[config.mk]
export PLATFORM = sky130hd
export DESIGN_NAME = seg_scan_driver
export DESIGN_NICKNAME = d
export VERILOG_FILES = /design/src/rtl/seg_scan_driver.sv
export SDC_FILE = /design/constraint.sdc
export NUM_CORES = 1
export LEC_CHECK = 0
export BUFFER_PORTS_ARGS = -buffer_cell sky130_fd_sc_hd__buf_2
export CAP_MARGIN = 15
export CORE_UTILIZATION = 55
export DETAILED_ROUTE_END_ITERATION = 8
export GPL_TIMING_DRIVEN = 0
export PLACE_DENSITY = 0.79
export SYNTH_ARGS = -nofsm -noshare
export SYNTH_HDL_FRONTEND = slang
export SYNTH_SLANG_ARGS = --single-unit
export TNS_END_PERCENT = 5
[constraint.sdc]
create_clock -name clock -period 3.2 [get_ports clock]
set_input_delay 0 -clock clock [delete_from_list [all_inputs] [get_ports clock]]
set_output_delay 0 -clock clock [all_outputs]
set_load 0.005 [all_outputs]
[src/rtl/seg_scan_driver.sv]
// Time-multiplexed 8-digit seven-segment scanner. It snapshots all eight patterns at frame start
// and can insert a blanking gap between digits so adjacent digits do not ghost.
module seg_scan_driver #(
    parameter int DIGIT_CYCLES = 1000,
    parameter int BLANK_CYCLES = 16,
    parameter int SEG_ACT_LOW  = 1,
    parameter int AN_ACT_LOW   = 1
) (
    input  logic       clock,
    input  logic       reset,
    input  logic       enable,
    input  logic [7:0] seg_0,
    input  logic [7:0] seg_1,
    input  logic [7:0] seg_2,
    input  logic [7:0] seg_3,
    input  logic [7:0] seg_4,
    input  logic [7:0] seg_5,
    input  logic [7:0] seg_6,
    input  logic [7:0] seg_7,
    output logic [7:0] seg_out,
    output logic [7:0] an_out,
    output logic [2:0] digit_idx,
    output logic       frame_done
);
    localparam int CNT_MAX = (DIGIT_CYCLES > BLANK_CYCLES) ? DIGIT_CYCLES : BLANK_CYCLES;
    localparam int CW      = $clog2((CNT_MAX < 2) ? 2 : CNT_MAX);

    localparam logic [CW-1:0] DIG_LAST = CW'(DIGIT_CYCLES - 1);
    localparam logic [CW-1:0] BLK_LAST = (BLANK_CYCLES > 0) ? CW'(BLANK_CYCLES - 1) : '0;

    // XOR masks: a logical pattern XOR the mask gives the pin level, and the mask alone is OFF.
    localparam logic [7:0] SEG_INV = (SEG_ACT_LOW != 0) ? 8'hFF : 8'h00;
    localparam logic [7:0] AN_INV  = (AN_ACT_LOW  != 0) ? 8'hFF : 8'h00;

    typedef enum logic [1:0] {IDLE, SHOW, BLANK} state_e;

    state_e          state_q;
    logic [CW-1:0]   cnt_q;
    logic [2:0]      idx_q;
    logic [7:0][7:0] shadow_q;
    logic [7:0]      seg_q;
    logic [7:0]      an_q;
    logic            fd_q;

    logic [7:0][7:0] seg_in;
    logic [2:0]      nxt_idx;
    logic            wrap;
    logic [7:0]      nxt_pat;
    logic            adv;

    assign seg_in = {seg_7, seg_6, seg_5, seg_4, seg_3, seg_2, seg_1, seg_0};

    // On the 7->0 wrap the fresh snapshot is taken on the same edge, so digit 0 reads the inputs.
    always_comb begin
        nxt_idx = idx_q + 3'd1;
        wrap    = (idx_q == 3'd7);
        nxt_pat = wrap ? seg_in[0] : shadow_q[nxt_idx];
        adv     = 1'b0;
        if (state_q == SHOW && cnt_q == DIG_LAST && BLANK_CYCLES == 0)
            adv = 1'b1;
        if (state_q == BLANK && cnt_q == BLK_LAST)
            adv = 1'b1;
    end

    always_ff @(posedge clock or negedge reset) begin
        if (!reset) begin
            state_q  <= IDLE;
            cnt_q    <= '0;
            idx_q    <= '0;
            shadow_q <= '0;
            seg_q    <= SEG_INV;
            an_q     <= AN_INV;
            fd_q     <= 1'b0;
        end else if (!enable) begin
            state_q <= IDLE;
            cnt_q   <= '0;
            idx_q   <= '0;
            seg_q   <= SEG_INV;
            an_q    <= AN_INV;
            fd_q    <= 1'b0;
        end else if (adv) begin
            state_q <= SHOW;
            cnt_q   <= '0;
            idx_q   <= nxt_idx;
            seg_q   <= nxt_pat ^ SEG_INV;
            an_q    <= (8'h01 << nxt_idx) ^ AN_INV;
            fd_q    <= wrap;
            if (wrap)
                shadow_q <= seg_in;
        end else begin
            case (state_q)
                IDLE: begin
                    state_q  <= SHOW;
                    cnt_q    <= '0;
                    idx_q    <= '0;
                    shadow_q <= seg_in;
                    seg_q    <= seg_in[0] ^ SEG_INV;
                    an_q     <= 8'h01 ^ AN_INV;
                    fd_q     <= 1'b0;
                end
                SHOW: begin
                    fd_q <= 1'b0;
                    if (cnt_q == DIG_LAST) begin
                        state_q <= BLANK;
                        cnt_q   <= '0;
                        seg_q   <= SEG_INV;
                        an_q    <= AN_INV;
                    end else begin
                        cnt_q <= cnt_q + CW'(1);
                    end
                end
                BLANK: begin
                    fd_q  <= 1'b0;
                    cnt_q <= cnt_q + CW'(1);
                end
                default: begin
                    state_q <= IDLE;
                    cnt_q   <= '0;
                    idx_q   <= '0;
                    seg_q   <= SEG_INV;
                    an_q    <= AN_INV;
                    fd_q    <= 1'b0;
                end
            endcase
        end
    end

    assign seg_out    = seg_q;
    assign an_out     = an_q;
    assign digit_idx  = idx_q;
    assign frame_done = fd_q;
endmodule
* After elaboration in Yosys (flattened, before gate mapping) *
Cells that the tools add are included.

storage, ports and cells
  flip-flop bits (word level) = 96
  input bits = 67
  output and inout bits = 20

cells by class
  $add $sub $neg = 2
  magnitude comparators = 1
  equal/unequal tests = 9
  shifts and indexed selects = 1
  muxes and demuxes = 27
  bitwise operators = 3
  reduce and logical (&&, ||, !) cells = 6

operators with widths
  kind                     count
  $mux W64                 3
  $mux W8                  7
  $pmux W8 S3              2
  $mux W10                 3
  $bmux W8 S3              1
  $not A8 Y8               3
  $pmux W10 S2             1
  $add A10 B1 Y10 const B  1
  $eq A10 B10 Y1 const B   1
  $eq A10 B4 Y1 const B    1
  $mux W3                  3
  $shl A1 B3 Y8 const A    1
  $mux W2                  3
  $pmux W2 S3              1
  $lt A3 B4 Y1 const B     1
  $ne A4 B3 Y1 const B     1
  $add A3 B1 Y3 const B    1
  $eq A3 B3 Y1 const B     1
  $mux W1                  3
  $ne A3 B2 Y1 const B     1
  $ne A3 B3 Y1 const B     1
  $reduce_and A3 Y1        1
  $eq A2 B1 Y1 const B     1
  $eq A2 B2 Y1 const B     1
  6 further kinds          6

* Depth between registers and ports, before layout *
Gate-level depths: netlist (run 1).

  word-level depth = 7
  mapped depth = 8

* Worst setup path before layout (run 1) *
OpenSTA, ideal clock, no wires.

  kind = reg2reg
  start = register idx_q[0] (netlist: digit_idx[0])
  end = register seg_q[0] (netlist: seg_out[0])
  arrival time = 2.211 ns
  required time = 3.123 ns
  slack = 0.912 ns
  stages on the path, launching flop included = 9
  buffers on the path = 3
  cell sequence = dfrtp_1 > buf_2 > buf_2 > inv_1 > ha_1 > buf_1 > mux2i_1 > nand2_1 > a31oi_1

on the way
  longest elaborated chain between the ends = 7
  elaborated cells between the ends (all ways) = 8
  those cells by class = add/sub: 1; eq/ne: 1; mux: 5; bitwise: 1

ends and longest elaborated chain
  what                             RTL line  source
  start, declared                  39        logic [2:0] idx_q;
  start signal, assigned           84        idx_q <= nxt_idx;
  $add A3 B1 Y3                    55        nxt_idx = idx_q + 3'd1;
  $bmux W8 S3                      57        nxt_pat = wrap ? seg_in[0] : shadow_q[nxt_idx];
  $mux W8 (implied by the code)    57
  $mux W8 (*)                      57
  $not A8 Y8 (no source line) (*)  n/a
  $mux W8 (*)                      81        end else if (adv) begin
  $mux W8 (*)                      74        end else if (!enable) begin
  end signal, assigned             85        seg_q <= nxt_pat ^ SEG_INV;
  end signal, assigned             97        seg_q <= seg_in[0] ^ SEG_INV;
  end, declared                    41        logic [7:0] seg_q;

Every way passes the cells marked *; elsewhere a longest branch is shown, timed or not. The select of a mux whose other input is x is not followed.
A chain may end at the register's enable or synchronous reset.

* Worst setup path in the final report (run 1) *
  start = register idx_q[0] (netlist: digit_idx[0])
  end = register seg_q[2] (netlist: seg_out[2])

Same word-level chain as after synthesis.

==> impl_metrics.yaml, run 1 <==
run_status:
  outcome: "complete, no violations"
synthesis:
  avgSynthCellArea_um2: 14.07
  ys_seq_elements: 96
  yosysWarnings: 0
  synth_fp_nets: 422
  syn_inst: 344
  synth_area_um2: 4840
  synth.distinct_cells: 38
  seq_area_frac_synth_pct: 50.05
place:
  portBuffers: 85
  gp_congestion: 0.8472
  place_hpwl_um: 7333
  pre_cts_slack_ps: 383.7
worst_setup_path:
  crit_fanout: 10
  critPathKind: "reg -> reg"
  critPathLaunchType: "register"
  crit_required_ps: 3480
  crit_path_end_kind: "register"
  worstPathArrival_ps: 3120
grt:
  grt_pass1_vias: 3636
  use_met3_pct: 5.371
  grt_start_max_net_pins: 56
  use_met2_pct: 47.86
  met1_usage_pct: 35.01
  grt-ovfl-total: 0
  grt_usage_pct: 27.87
  busiest_layer: "met2"
  grt_pass1_wl_um: 18610
  antenna_found_initial: 0
cells_and_area:
  area_growth_pct: 29.96
  nNetsFinal: 584
  multi_input_comb_area_um2: 2270
  final-seq-area_um2: 2422
  diodes: 0
  drive_gt1_share_pct: 42.66
  fillCellCount: 527
sta:
  relSlewSlack_pct: 44.20
  fin_ws_ps: 356.4
  timing.final.crit_share_pct: 88.86
  worstMarginPinSlew_ps: 830.1
  finalSetupViolCount: 0
  slew_violations: 0
  fmax_mhz: 351.7
  fin_skew_ps: 12.16
  fin_crit_ps: 2844
  timing.hold.ws_ps: 35.92
  rsz0062_at_grt: "false"
  hold_viol: 0
  setup_tns_ps: 0
routing:
  post_drt_wl_per_cell_um: 18.78
  drtPass1Iterations: 4
  postRouteAntennaNets: 0
  drt_iter0_drc: 150
  drc_errors: 0
  vias: 3447
  via_per_inst: 5.596
  wl_um: 11570
power_and_ir_drop:
  power_uw: 4566
  swShare_pct: 29.62
  leakagePower_uw: 0.002764
  clkPwrFrac_pct: 18.5
  ir_worst_vdd_uv: 482.3
  power_frac_seq_pct: 43.9
  p_switching_uw: 1353
  internal_power_uw: 3213
  power.density_nw_per_um2: 725.9
  combPwrFrac_pct: 37.6
clocking:
  tritoncts: "done"
  post_cts_buffers: 0
  clk_pin_slew_ps: 90
  htreeDepth: 3
  cts.sinks: 96
  cts-root-buf: "clkbuf_8"
  clock_tree.buffer_depth: 2
  clk_latency_ps: 370
  numCtsBuffers: 9
floorplanning:
  core_um2: 8382
  die_area_um2: 9179
  num_rows: 33
  die_y_um: 95.81
  initial_utilization_pct: 57.74
  io_pins: 87
  die_width_um: 95.81
worst_hold_path:
  holdCritPathClass: "in -> reg"
flow_run:
  drv_cap: 0
synth_stat cells (all sizes together):
library cell,number,area [µm²]
dfrtp,80,2002
mux2,64,945.9
nand2,25,93.84
dfstp,16,420.4
mux4,16,360.4
buf,14,106.3
nor3,14,75.07
nor2,13,48.80
ha,11,137.6
mux2i,10,100.1
o21ai,10,50.05
a31oi,9,56.30
nor2b,8,50.05
a2bb2oi,7,61.31
xnor2,7,61.31
inv,6,22.52
nand3,6,30.03
clkbuf,5,18.77
a21oi,4,31.28
and3,3,18.77
nand4,3,18.77
nand2b,2,12.51
o31ai,2,28.78
or4b,2,23.77
and2,1,6.260
nor4,1,12.51
nor4b,1,15.01
o21a,1,7.510
or3,1,6.260
or3b,1,8.760
xor2,1,8.760
timing repair:
| item | 4_1_cts | 5_1_grt |
|---|---|---|
| resized for setup | 0 | 0 |
| hold buffers | 65 | 0 |
| hold endpoints to repair | 112 | 0 |
flip-flops by register name, indices dropped and copies added, names as in the netlist:
register and flops:
state_q 2, an_out 8, cnt_q 10, frame_done 1, shadow_q 64, seg_out 8, digit_idx 3
cells by family (layout without fill, tap and decap cells):
kind of cell    Yosys count  in the layout  share of synthesized area (%)
simple gates             81             81                          8.687
xor+xnor                  8              8                          1.448
compound gates           33             33                          4.860
flops                    96             96                          50.05
buf+inv                  25            192                          3.050
mux                      90             90                          29.06
fa+ha+maj                11             11                          2.844
critical path, stage by stage (launching register included):
cell	delay, ps
dfrtp_1	440
buf_2	340
buf_2	400
inv_1	150
ha_1	300
buf_1	520
mux2i_1	260
nand2_1	90
a31oi_1	250
layer usage:
layer | vias up | share of wire [%]
met5 | - | 0
met4 | 0 | 2.5
met3 | 22 | 5.5
met2 | 122 | 51
met1 | 1741 | 41
li1 | 1562 | -
power by group through the flow:
stage / Sequential, µW / Clock (µW) / Combinational, µW
3_5_place_dp: 2000 / 0 / 1640
5_1_grt: 2050 / 913 / 1820
4_1_cts: 1990 / 847 / 1710
6_report: 2000 / 845 / 1720
2_1_floorplan: 1900 / 0 / 1330
3_3_place_gp: 1970 / 0 / 1590
stage by stage:
stage               std cells  util [%]  cell area (µm²)
floorplan                 344         -             4840
global placement          534     64.38             5396
detailed placement        535     64.74             5426
CTS                       616     75.04             6290
global route              616     75.04             6290
finish                    616     75.04             6290
final timing paths:
| kind | to | startpoint | cells past startpoint | slack [ps] |
|---|---|---|---|---|
| max reg2reg | seg_out[2] | digit_idx[0] | 8 | 360 |
| max in group asynchronous | seg_out[0] | reset | 3 | 2340 |
| min | state_q[1] | enable | 3 | 40 |
| max | seg_out[2] | digit_idx[0] | 8 | 360 |
| min reg2reg | cnt_q[0] | cnt_q[0] | 1 | 470 |
| min in group asynchronous | cnt_q[2] | reset | 2 | 150 |
cell type report:
class	instances	area share, %
clock buffer	11	2.407
buffer	19	1.989
sequential	96	38.51
inverter	6	0.3581
clock inverter	5	0.9747
multi-input combinational	223	36.09
tap	105	2.089
timing repair buffer	151	17.59
cells in the final DEF (no fill, tap or decap), types with 3 or more instances in the layout:
cell type      Yosys  routed
mux2i_1           10      10
clkbuf_1           5       5
nand4_1            3       3
nand3_1            6       6
nand2_1           25      25
dfstp_2           16      16
a21oi_1            3       3
mux2_2             4       4
mux4_2            16      16
nor3_1            13      13
inv_1              6       6
buf_6              6       6
a2bb2oi_1          7       7
a31oi_1            9       9
clkbuf_8           0      11
dfrtp_1           80      80
nor2b_1            8       8
xnor2_1            7       7
buf_2              7      91
o21ai_0           10      10
and3_1             3       3
ha_1              11      11
dlygate4sd3_1      0      65
nor2_1            13      13
mux2_4            60      60
(Power assumes the default switching activity.)
==> run 2, diff against run 1 <==
--- a/config.mk
+++ b/config.mk
@@ -11,6 +11,8 @@
 export DETAILED_ROUTE_END_ITERATION = 8
 export GPL_TIMING_DRIVEN = 0
 export PLACE_DENSITY = 0.79
+export RECOVER_POWER = 25
+export SLEW_MARGIN = 10
 export SYNTH_ARGS = -nofsm -noshare
 export SYNTH_HDL_FRONTEND = slang
 export SYNTH_SLANG_ARGS = --single-unit
==> impl_metrics.yaml, run 2 (synthesized netlist as in run 1, its figures left out) <==
run_status:
  outcome: "finished with violations"
  violations: "max-capacitance violations, max-slew violations"
place:
  placed_cells: 535
  place_hpwl_um: 7333
  portBuffers: 85
  gp_congestion: 0.8472
  dpl-instance-area_um2: 5426
cells_and_area:
  fillCellCount: 528
  final_cell_mix: "90 x buf_2, 80 x dfrtp_1, 65 x dlygate4sd3_1"
  final-seq-area_um2: 2422
  diodes: 0
  final_cells: 616
  mostFrequentLayoutCell: "buf_2"
  area_growth_pct: 29.45
  drive_gt1_share_pct: 42.27
  nNetsFinal: 584
  regMostFlops: "shadow_q"
  multi_input_comb_area_um2: 2270
  post-route-cell-area_um2: 6265
  largest_register_ffs: 64
  top_regs: "shadow_q (64), cnt_q (10)"
grt:
  grt_usage_pct: 27.87
  antenna_found_initial: 0
  grt-ovfl-total: 0
  grt_pass1_wl_um: 18610
  grt_pass1_vias: 3636
  grt_start_max_net_pins: 56
sta:
  timing.final.crit_share_pct: 88.74
  relSlewSlack_pct: -42.29
  hold_viol: 0
  fin_skew_ps: 12.13
  rsz0062_at_grt: "false"
  fin_crit_ps: 2840
  slew_violations: 43
  setup_tns_ps: 0
  fmax_mhz: 352.1
  finalSetupViolCount: 0
  worstMarginPinSlew_ps: 2134
worst_hold_path:
  holdCritPathClass: "in -> reg"
worst_setup_path:
  path_buf_inv: 4
  crit_family: "buffers and inverters"
  critPathKind: "reg -> reg"
  crit_required_ps: 3490
  crit_path_end_kind: "register"
  critPathMaxStageDelay_ps: 520
  slowest_stage: "buf_1"
  critPathLaunchType: "register"
  worstPathArrival_ps: 3130
  path_cells: "buf_2, buf_2, inv_1, ha_1, buf_1, mux2i_1, nand2_1, a31oi_1"
  crit_top_cell: "buf_2"
  crit_fanout: 10
floorplanning:
  core_um2: 8382
  initial_utilization_pct: 57.74
  die_width_um: 95.81
  num_rows: 33
  io_pins: 87
  die_area_um2: 9179
  die_y_um: 95.81
clocking:
  htreeDepth: 3
  post_cts_buffers: 0
  tritoncts: "done"
  clk_pin_slew_ps: 90
  cts.sinks: 96
  cts-root-buf: "clkbuf_8"
  clk_latency_ps: 370
  clock_tree.buffer_depth: 2
  numCtsBuffers: 9
flow_run:
  drv_cap: 1
routing:
  drt_iter0_drc: 145
  vias: 3436
  wl_um: 11580
  via_per_inst: 5.578
  drtPass1Iterations: 4
  post_drt_wl_per_cell_um: 18.80
  drc_errors: 0
  postRouteAntennaNets: 0
power_and_ir_drop:
  ir_worst_vdd_uv: 482.2
  leakagePower_uw: 0.002748
  power.density_nw_per_um2: 728.6
## run 2: routing by layer
metal	wire length [µm]	global-route usage (%)	up-vias
li1	-	-	1562
met1	4703	35.01	1732
met2	5925	47.86	118
met3	661	5.371	24
met4	294	10.57	0
met5	0	0	-
## run 2: report_power, final
part	total [µW]	switching [µW]	internal (µW)
combinational	1710	621	1090
clock	848	438	410
sequential	2000	296	1710
total	4560	1350	3210
## run 2: path summary, 6_finish.rpt
| kind | startpoint | to | slack, ps | depth (start not counted) |
|---|---|---|---|---|
| max | digit_idx[0] | seg_out[2] | 360 | 8 |
| min | enable | state_q[1] | 30 | 3 |
| max reg2reg | digit_idx[0] | seg_out[2] | 360 | 8 |
| min reg2reg | cnt_q[0] | cnt_q[0] | 470 | 1 |
| max in group asynchronous | reset | shadow_q[9] | 590 | 3 |
| min in group asynchronous | reset | cnt_q[2] | 780 | 2 |
## run 2: layout make-up
cell class                      instances  share of cell area, %
Tap cell                              105                  2.097
Multi-Input combinational cell        223                  36.23
Clock inverter                          5                 0.9786
Clock buffer                           11                  2.417
Timing Repair Buffer                  151                  17.26
Buffer                                 19                  1.997
Inverter                                6                 0.3595
Sequential cell                        96                  38.67
## run 2: through the flow
stage               power [µW]  worst slack, ps  utilization, %  hold slack [ps]
floorplan                 3231            911.9               -           -295.6
global placement          3561            438.7           64.38            230.1
detailed placement        3644            383.7           64.74            20.34
CTS                       4548            324.2           75.04            37.82
global route              4779            56.86           74.74            62.09
finish                    4565            360.3           74.74            29.29
## run 2: timing repair
| action | in CTS | in global routing |
|---|---|---|
| resized for setup | 0 | 0 |
| endpoints found under the hold margin | 112 | 0 |
| hold buffers | 65 | 0 |
## run 2: worst reg2reg max path, delay by kind of cell, from the launching register on
family                     cells  cell delay, ps
AOI/OAI and AO/OA              1             250
adders and majority gates      1             300
buffers and inverters          4            1410
DFF                            1             440
muxes                          1             270
and+or+nand+nor                1              90
